<file path="config.mk">
export PLATFORM = sky130hd
export DESIGN_NAME = tiny_dnn_pool_pe_flat
export DESIGN_NICKNAME = d
export VERILOG_FILES = /design/src/rtl/tiny_dnn_pool_pe_if.sv /design/src/rtl/tiny_dnn_pool_pe.sv /design/src/flat_wrapper.sv
export SDC_FILE = /design/constraint.sdc
export NUM_CORES = 2
export LEC_CHECK = 0
export ABC_AREA = 1
export ABC_CLOCK_PERIOD_IN_PS = 29500
export BUFFER_PORTS_ARGS = -buffer_cell sky130_fd_sc_hd__buf_2
export CORE_ASPECT_RATIO = 1.25
export CORE_MARGIN = 3
export CORE_UTILIZATION = 62
export CTS_CLUSTER_SIZE = 25
export DETAILED_ROUTE_END_ITERATION = 6
export GPL_ROUTABILITY_DRIVEN = 0
export GPL_TIMING_DRIVEN = 1
export PLACE_DENSITY = 0.82
export REMOVE_ABC_BUFFERS = 1
export SLEW_MARGIN = 15
export SYNTH_ARGS = -nofsm -noshare
export SYNTH_HDL_FRONTEND = slang
export SYNTH_SLANG_ARGS = --single-unit
</file>
<file path="constraint.sdc">
create_clock -name clk -period 29.5 [get_ports clk]
set_clock_uncertainty 0.15 [all_clocks]
set_input_delay 5.9 -clock clk [delete_from_list [all_inputs] [get_ports clk]]
set_output_delay 5.9 -clock clk [all_outputs]
set_load 0.05 [all_outputs]
</file>
<file path="src/rtl/tiny_dnn_pool_pe_if.sv">
// Bundled handshake and data signals for the 2x2 pooling engine.
// The master side (the producer of windows) drives the inputs. The slave
// side is the pooling engine itself.
interface tiny_dnn_pool_pe_if #(
  parameter int DW  = 16,
  parameter int CH  = 4,
  parameter int OWW = 5,
  parameter int AW  = 16
);
  logic                 pool;
  logic                 p_fin;
  logic                 en;
  logic                 mode;
  logic [OWW-1:0]       ow;
  logic [CH*4*DW-1:0]   din;
  logic                 pool_busy;
  logic                 po_valid;
  logic [CH*DW-1:0]     po;
  logic [AW*CH-1:0]     pp;

  modport master (
    output pool, p_fin, en, mode, ow, din,
    input  pool_busy, po_valid, po, pp
  );

  modport slave (
    input  pool, p_fin, en, mode, ow, din,
    output pool_busy, po_valid, po, pp
  );
endinterface

</file>
<file path="src/rtl/tiny_dnn_pool_pe.sv">
// 2x2 max/average pooling engine, CH channels in parallel.
// It has four pipeline stages and accepts one window per cycle.
// In max mode, each result carries the input-map address of its winning element.
module tiny_dnn_pool_pe #(
  parameter int DW  = 16,
  parameter int CH  = 4,
  parameter int OWW = 5,
  parameter int AW  = 16
) (
  input logic               clk,
  input logic               reset,
  tiny_dnn_pool_pe_if.slave bus
);

  localparam int PAW = AW - 1;  // window address width; col bit appended below
  localparam int SW  = DW + 2;  // width of a four-element sum

  // ---------------------------------------------------------------------------
  // Window address counter
  // ---------------------------------------------------------------------------
  logic [OWW-1:0] px_q, px_d;
  logic [PAW-1:0] pa_q, pa_d;
  logic [PAW-1:0] ow_ext;
  logic           px_wrap;
  logic [PAW-1:0] beat_pa;
  logic           take;

  assign ow_ext  = PAW'(bus.ow);
  // ow==0 can never match, so the column counter then just free-runs
  assign px_wrap = (({1'b0, px_q} + (OWW+1)'(1)) == {1'b0, bus.ow});
  // a beat arriving together with p_fin belongs to the new map
  assign beat_pa = bus.p_fin ? '0 : pa_q;
  assign take    = bus.pool & bus.en;

  // next-state of the column / window-address counter
  always_comb begin
    px_d = px_q;
    pa_d = pa_q;
    if (!bus.pool || bus.p_fin) begin
      px_d = '0;
      pa_d = '0;
    end else if (bus.en) begin
      if (px_wrap) begin
        px_d = '0;
        pa_d = pa_q + ow_ext + PAW'(1);  // skip the odd input row
      end else begin
        px_d = px_q + OWW'(1);
        pa_d = pa_q + PAW'(1);
      end
    end
  end

  // counter registers
  always_ff @(posedge clk or posedge reset) begin
    if (reset) begin
      px_q <= '0;
      pa_q <= '0;
    end else begin
      px_q <= px_d;
      pa_q <= pa_d;
    end
  end

  // ---------------------------------------------------------------------------
  // S1: capture window, mode and address
  // ---------------------------------------------------------------------------
  logic               v1_q;
  logic               m1_q;
  logic [CH*4*DW-1:0] d1_q;
  logic [PAW-1:0]     a1_q;

  // input capture stage
  always_ff @(posedge clk or posedge reset) begin
    if (reset) begin
      v1_q <= 1'b0;
      m1_q <= 1'b0;
      d1_q <= '0;
      a1_q <= '0;
    end else begin
      v1_q <= take;
      if (take) begin
        m1_q <= bus.mode;
        d1_q <= bus.din;
        a1_q <= beat_pa;
      end
    end
  end

  // ---------------------------------------------------------------------------
  // S2: column pairs (k0,k1) and (k2,k3)
  // ---------------------------------------------------------------------------
  logic signed [DW-1:0] el   [CH][4];
  logic signed [DW:0]   p0_d [CH];
  logic signed [DW:0]   p1_d [CH];
  logic                 i0_d [CH];
  logic                 i1_d [CH];
  logic signed [DW:0]   p0_q [CH];
  logic signed [DW:0]   p1_q [CH];
  logic                 i0_q [CH];
  logic                 i1_q [CH];
  logic                 v2_q;
  logic                 m2_q;
  logic [PAW-1:0]       a2_q;

  // unpack the captured window into per-channel elements
  always_comb begin
    for (int c = 0; c < CH; c++) begin
      for (int k = 0; k < 4; k++) begin
        el[c][k] = d1_q[(c*4+k)*DW +: DW];
      end
    end
  end

  // pair reduction: in max mode a tie keeps the lower k; in average mode each pair is summed
  always_comb begin
    for (int c = 0; c < CH; c++) begin
      p0_d[c] = '0;
      p1_d[c] = '0;
      i0_d[c] = 1'b0;
      i1_d[c] = 1'b0;
      if (m1_q) begin
        p0_d[c] = {el[c][0][DW-1], el[c][0]} + {el[c][1][DW-1], el[c][1]};
        p1_d[c] = {el[c][2][DW-1], el[c][2]} + {el[c][3][DW-1], el[c][3]};
      end else begin
        if (el[c][1] > el[c][0]) begin
          p0_d[c] = {el[c][1][DW-1], el[c][1]};
          i0_d[c] = 1'b1;
        end else begin
          p0_d[c] = {el[c][0][DW-1], el[c][0]};
        end
        if (el[c][3] > el[c][2]) begin
          p1_d[c] = {el[c][3][DW-1], el[c][3]};
          i1_d[c] = 1'b1;
        end else begin
          p1_d[c] = {el[c][2][DW-1], el[c][2]};
        end
      end
    end
  end

  // pair stage registers
  always_ff @(posedge clk or posedge reset) begin
    if (reset) begin
      v2_q <= 1'b0;
      m2_q <= 1'b0;
      a2_q <= '0;
      for (int c = 0; c < CH; c++) begin
        p0_q[c] <= '0;
        p1_q[c] <= '0;
        i0_q[c] <= 1'b0;
        i1_q[c] <= 1'b0;
      end
    end else begin
      v2_q <= v1_q & bus.pool;
      if (v1_q) begin
        m2_q <= m1_q;
        a2_q <= a1_q;
        for (int c = 0; c < CH; c++) begin
          p0_q[c] <= p0_d[c];
          p1_q[c] <= p1_d[c];
          i0_q[c] <= i0_d[c];
          i1_q[c] <= i1_d[c];
        end
      end
    end
  end

  // ---------------------------------------------------------------------------
  // S3: combine the two pairs
  // ---------------------------------------------------------------------------
  logic signed [SW-1:0] r_d [CH];
  logic [1:0]           k_d [CH];
  logic signed [SW-1:0] r_q [CH];
  logic [1:0]           k_q [CH];
  logic                 v3_q;
  logic                 m3_q;
  logic [PAW-1:0]       a3_q;

  // final reduction: in max mode a tie keeps the (k0,k1) winner; in average mode the pair sums are added
  always_comb begin
    for (int c = 0; c < CH; c++) begin
      r_d[c] = '0;
      k_d[c] = 2'd0;
      if (m2_q) begin
        r_d[c] = {p0_q[c][DW], p0_q[c]} + {p1_q[c][DW], p1_q[c]};
      end else if (p1_q[c] > p0_q[c]) begin
        r_d[c] = {p1_q[c][DW], p1_q[c]};
        k_d[c] = {1'b1, i1_q[c]};
      end else begin
        r_d[c] = {p0_q[c][DW], p0_q[c]};
        k_d[c] = {1'b0, i0_q[c]};
      end
    end
  end

  // combine stage registers
  always_ff @(posedge clk or posedge reset) begin
    if (reset) begin
      v3_q <= 1'b0;
      m3_q <= 1'b0;
      a3_q <= '0;
      for (int c = 0; c < CH; c++) begin
        r_q[c] <= '0;
        k_q[c] <= 2'd0;
      end
    end else begin
      v3_q <= v2_q & bus.pool;
      if (v2_q) begin
        m3_q <= m2_q;
        a3_q <= a2_q;
        for (int c = 0; c < CH; c++) begin
          r_q[c] <= r_d[c];
          k_q[c] <= k_d[c];
        end
      end
    end
  end

  // ---------------------------------------------------------------------------
  // S4: output register
  // ---------------------------------------------------------------------------
  logic [CH*DW-1:0] po_d, po_q;
  logic [AW*CH-1:0] pp_d, pp_q;
  logic             po_valid_q;

  // result formatting: averages take the top DW bits of the sum (floor of sum/4),
  // and max results carry the winner's address
  always_comb begin
    po_d = '0;
    pp_d = '0;
    for (int c = 0; c < CH; c++) begin
      if (m3_q) begin
        po_d[c*DW +: DW] = r_q[c][SW-1:2];
        pp_d[c*AW +: AW] = {a3_q, 1'b0};
      end else begin
        po_d[c*DW +: DW] = r_q[c][DW-1:0];
        pp_d[c*AW +: AW] = {PAW'(a3_q + (k_q[c][0] ? ow_ext : PAW'(0))), k_q[c][1]};
      end
    end
  end

  // output registers hold their value between strobes and when a beat is dropped
  always_ff @(posedge clk or posedge reset) begin
    if (reset) begin
      po_valid_q <= 1'b0;
      po_q       <= '0;
      pp_q       <= '0;
    end else begin
      po_valid_q <= v3_q & bus.pool;
      if (v3_q && bus.pool) begin
        po_q <= po_d;
        pp_q <= pp_d;
      end
    end
  end

  assign bus.po_valid  = po_valid_q;
  assign bus.po        = po_q;
  assign bus.pp        = pp_q;
  assign bus.pool_busy = v1_q | v2_q | v3_q | po_valid_q;

endmodule

</file>
<file path="src/flat_wrapper.sv">
// flat-port wrapper written by rule: the top's interface ports become plain ports
module tiny_dnn_pool_pe_flat 
#(
  parameter int DW  = 16,
  parameter int CH  = 4,
  parameter int OWW = 5,
  parameter int AW  = 16
)
  (clk, reset, bus_pool, bus_p_fin, bus_en, bus_mode, bus_ow, bus_din, bus_pool_busy, bus_po_valid, bus_po, bus_pp);
  tiny_dnn_pool_pe_if #(.DW(DW), .CH(CH), .OWW(OWW), .AW(AW)) bus_i ();
  input logic clk;
  input logic reset;
  input wire logic [$bits(bus_i.pool)-1:0] bus_pool;
  input wire logic [$bits(bus_i.p_fin)-1:0] bus_p_fin;
  input wire logic [$bits(bus_i.en)-1:0] bus_en;
  input wire logic [$bits(bus_i.mode)-1:0] bus_mode;
  input wire logic [$bits(bus_i.ow)-1:0] bus_ow;
  input wire logic [$bits(bus_i.din)-1:0] bus_din;
  output wire logic [$bits(bus_i.pool_busy)-1:0] bus_pool_busy;
  output wire logic [$bits(bus_i.po_valid)-1:0] bus_po_valid;
  output wire logic [$bits(bus_i.po)-1:0] bus_po;
  output wire logic [$bits(bus_i.pp)-1:0] bus_pp;
  assign bus_i.pool = bus_pool;
  assign bus_i.p_fin = bus_p_fin;
  assign bus_i.en = bus_en;
  assign bus_i.mode = bus_mode;
  assign bus_i.ow = bus_ow;
  assign bus_i.din = bus_din;
  assign bus_pool_busy = bus_i.pool_busy;
  assign bus_po_valid = bus_i.po_valid;
  assign bus_po = bus_i.po;
  assign bus_pp = bus_i.pp;
  tiny_dnn_pool_pe #(.DW(DW), .CH(CH), .OWW(OWW), .AW(AW)) u_core (.clk(clk), .reset(reset), .bus(bus_i));
endmodule
</file>
==> results.cfg <==
[outcome]
status = completed

[clock_network]
cts_tree = built
clock_latency_ns = 0.64
clk_path_buf_depth = 3
cts_setup_buffers = 0
cts_sinks = 680
cts_root_buf = clkbuf_16
cts_buffers = 73
ctsHoldBuffers = 0
htree_num_levels = 3
cts_resized = 0
cts.clk_slew.worst_paths_ns = 0.06

[logic_synthesis]
synth_area_sq_mm = 0.04830
synth_mux_area_share_pct = 0
yosys_warnings = 0
synth_flop_cell = dfrtp_1
synth_fa_ha_area_share_pct = 11.56
synth-edff-count = 0
synth-seq-cells = 680
synth_cells = 6902
synth_xor_area_share_pct = 1.868
synth-compound-area-share_pct = 13.47
synthSimpleGateAreaFrac_pct = 28.19
synth-async-reset-ratio_pct = 100.0
synth_top_area_share_pct = 35.23
synth_seq_area_share_pct = 35.23
synth_top_family_by_area = simple AND/OR/NAND/NOR gates
synthDistinctLibCells = 49
synth.avg_cell_area_sq_um = 6.998
netlist_top_cells_area = dfrtp_1, nand2_1, ha_1
synth_top_area_cell = dfrtp_1

[die]
dieArea_sq_mm = 0.08131
ios = 397
fp-row-count = 113
die_h_microns = 318.1
coreArea_sq_mm = 0.07663
start_util_pct = 63.03
die_w_microns = 255.7

[setup_path]
worstPathRequired_ns = 29.88
endpoint_kind = flop
crit_path_max_fanout = 177
crit_path_start_kind = primary input
criticalPathCategory = primary input to flop
cp.arrival_ns = 8.62

[timing]
hold_viol = 0
slew_violations = 0
max_slew.worst_pin.slew_ns = 1.073
max_slew_margin_pct = 28.44
min_period_ns = 8.236
setup_viol = 0
timing.final.crit_share_pct = 27.92
fmax_mhz = 121.4
rsz0062_at_grt = false
tns_ns = 0

[route]
wire_per_inst_microns = 17.45
drt_pass1_iterations = 6
vias = 47100
drc = 0
drtAntennaViolNets = 0
drt_iter0_markers = 4011
wl_mm = 143.4
via_per_inst = 5.729

[power]
pwr-share-comb_pct = 47.4
total_leakage_power_nw = 28.55
p_sw_w = 0.002081
ir_drop_mv = 0.05889
power.share.clock_pct = 21.5
swShare_pct = 46.97
power_frac_seq_pct = 31.1
powerDensity_mw_per_mm2 = 83.45
p_int_w = 0.002350

[global_route]
antenna_found_initial = 1
grtUsageTotal_pct = 34.49
grt-ovfl-total = 0
grt_start_max_net_pins = 188
grt_pass1_vias = 45560
grt_first_pass_wirelength_mm = 229.6

[cells_and_area]
layout_common_cells = nand2_1, inv_1, dfrtp_1
nets = 7831
final_layout_size_suffix_gt1_share_pct = 8.796
layout_commonest_cell = nand2_1
fin_area_sq_mm = 0.05310
area_growth_pct = 9.939

[hold_path]
hp-class = flop to flop

[place]
dpl.hpwl_mm = 102.4
io_buffers = 396
dpl_cell_area_sq_mm = 0.05062

[run]
cap_violations = 0
flip-flops by register name, summed over array words and instances, names as in the netlist, 4 cells and up:
register       cells
u_core.bus.pp     64
u_core.p0_q       68
u_core.k_q         8
u_core.pa_q       15
u_core.a3_q       15
u_core.r_q        72
u_core.i0_q        4
u_core.d1_q      256
u_core.p1_q       68
u_core.bus.po     64
u_core.i1_q        4
u_core.a1_q       15
u_core.a2_q       15
u_core.px_q        5
area by class of cell:
cell class | count | area (sq um)
multi-input combinational | 5034 | 26620
fill | 6612 | 23530
sequential | 680 | 17030
inverter | 916 | 3465
timing repair buffer | 423 | 2230
clock buffer | 104 | 2171
tap | 1035 | 1295
clock inverter | 28 | 286.5
antenna | 1 | 2.502
critical path, stage by stage:
cell and delay [ns]:
buf_2 0.24, nand2_2 0.07, buf_4 0.30, inv_8 0.66, buf_4 0.86, nand2_1 0.17
o21ai_0 0.13
per-stage QoR:
step	hold WS [ns]	std cells	total power (W)	worst slack, ns	util, %
after floorplan	0.2922	6630	0.002838	4.387	-
after global placement	0.3048	8087	0.003382	20.69	66.05
after detailed placement	0.3086	8087	0.003431	20.68	66.05
after CTS	0.3211	8219	0.004405	21.34	69.26
after global routing	0.3359	8220	0.004748	20.98	69.29
final	0.3199	8221	0.004432	21.26	69.30
power by group through the flow:
stage / clock network (W) / logic, W / registers, W
4_1_cts: 0.000967 / 0.00207 / 0.00137
3_5_place_dp: 0 / 0.00205 / 0.00138
6_report: 0.000954 / 0.00210 / 0.00138
2_1_floorplan: 0 / 0.00138 / 0.00146
5_1_grt: 0.00101 / 0.00235 / 0.00140
3_3_place_gp: 0 / 0.00201 / 0.00138
final timing paths:
check | slack [ns] | endpoint | cells past startpoint | start
min reg2reg | 0.32 | u_core.a2_q[5]$_DFFE_PP0P_ | 2 | u_core.a2_q[5]$_DFFE_PP0P_
max | 21.26 | u_core.d1_q[16]$_DFFE_PP0P_ | 7 | bus_en
max reg2reg | 25.66 | u_core.p1_q[48]$_DFFE_PP0P_ | 14 | u_core.d1_q[111]$_DFFE_PP0P_
min | 0.32 | u_core.a2_q[5]$_DFFE_PP0P_ | 2 | u_core.a2_q[5]$_DFFE_PP0P_
min in group asynchronous | 5.27 | u_core.bus.po[21]$_DFFE_PP0P_ | 2 | reset
max in group asynchronous | 21.49 | u_core.m1_q$_DFFE_PP0P_ | 4 | reset
layer usage:
metal,GRT usage [%],wire length [microns],vias to the layer above
met5,0,0,-
met4,19.62,8331,0
met3,5.583,11580,461
met2,58.33,67790,1980
met1,41.94,55750,22060
li1,-,-,22600
cell usage after synthesis (3+ instances only):
cell type  number
nand2_1      1985
inv_1         899
dfrtp_1       680
o21ai_0       581
a21oi_1       527
nor2_1        522
nand3_1       427
ha_1          419
nand4_1       160
clkbuf_1      151
xor2_1         90
buf_2          68
nor3_1         58
o21ai_1        35
buf_1          32
a21o_1         24
a31oi_1        24
nand3b_1       22
o21bai_1       22
fa_1           17
buf_6          13
inv_2          13
nor3_2         13
or2_2          13
xnor2_1        13
nand2_2        12
nand3_2        11
a22oi_1         9
o21a_1          9
o22ai_1         7
buf_4           6
nor4_1          6
clkinv_1        4
nand3_4         4
nand2_4         3
o211ai_1        3
o31ai_1         3
cell families (layout without fill, tap and decap cells):
kind of cell | after synthesis | count (layout)
AO/OA/AOI/OAI | 1251 | 1251
XOR/XNOR | 103 | 103
buffers and inverters | 1188 | 1471
flip-flops | 680 | 680
adder cells (fa/ha/maj) | 436 | 436
AND/OR/NAND/NOR | 3244 | 3244
other | 0 | 1
Note: power is estimated with default switching activity, not from simulation.
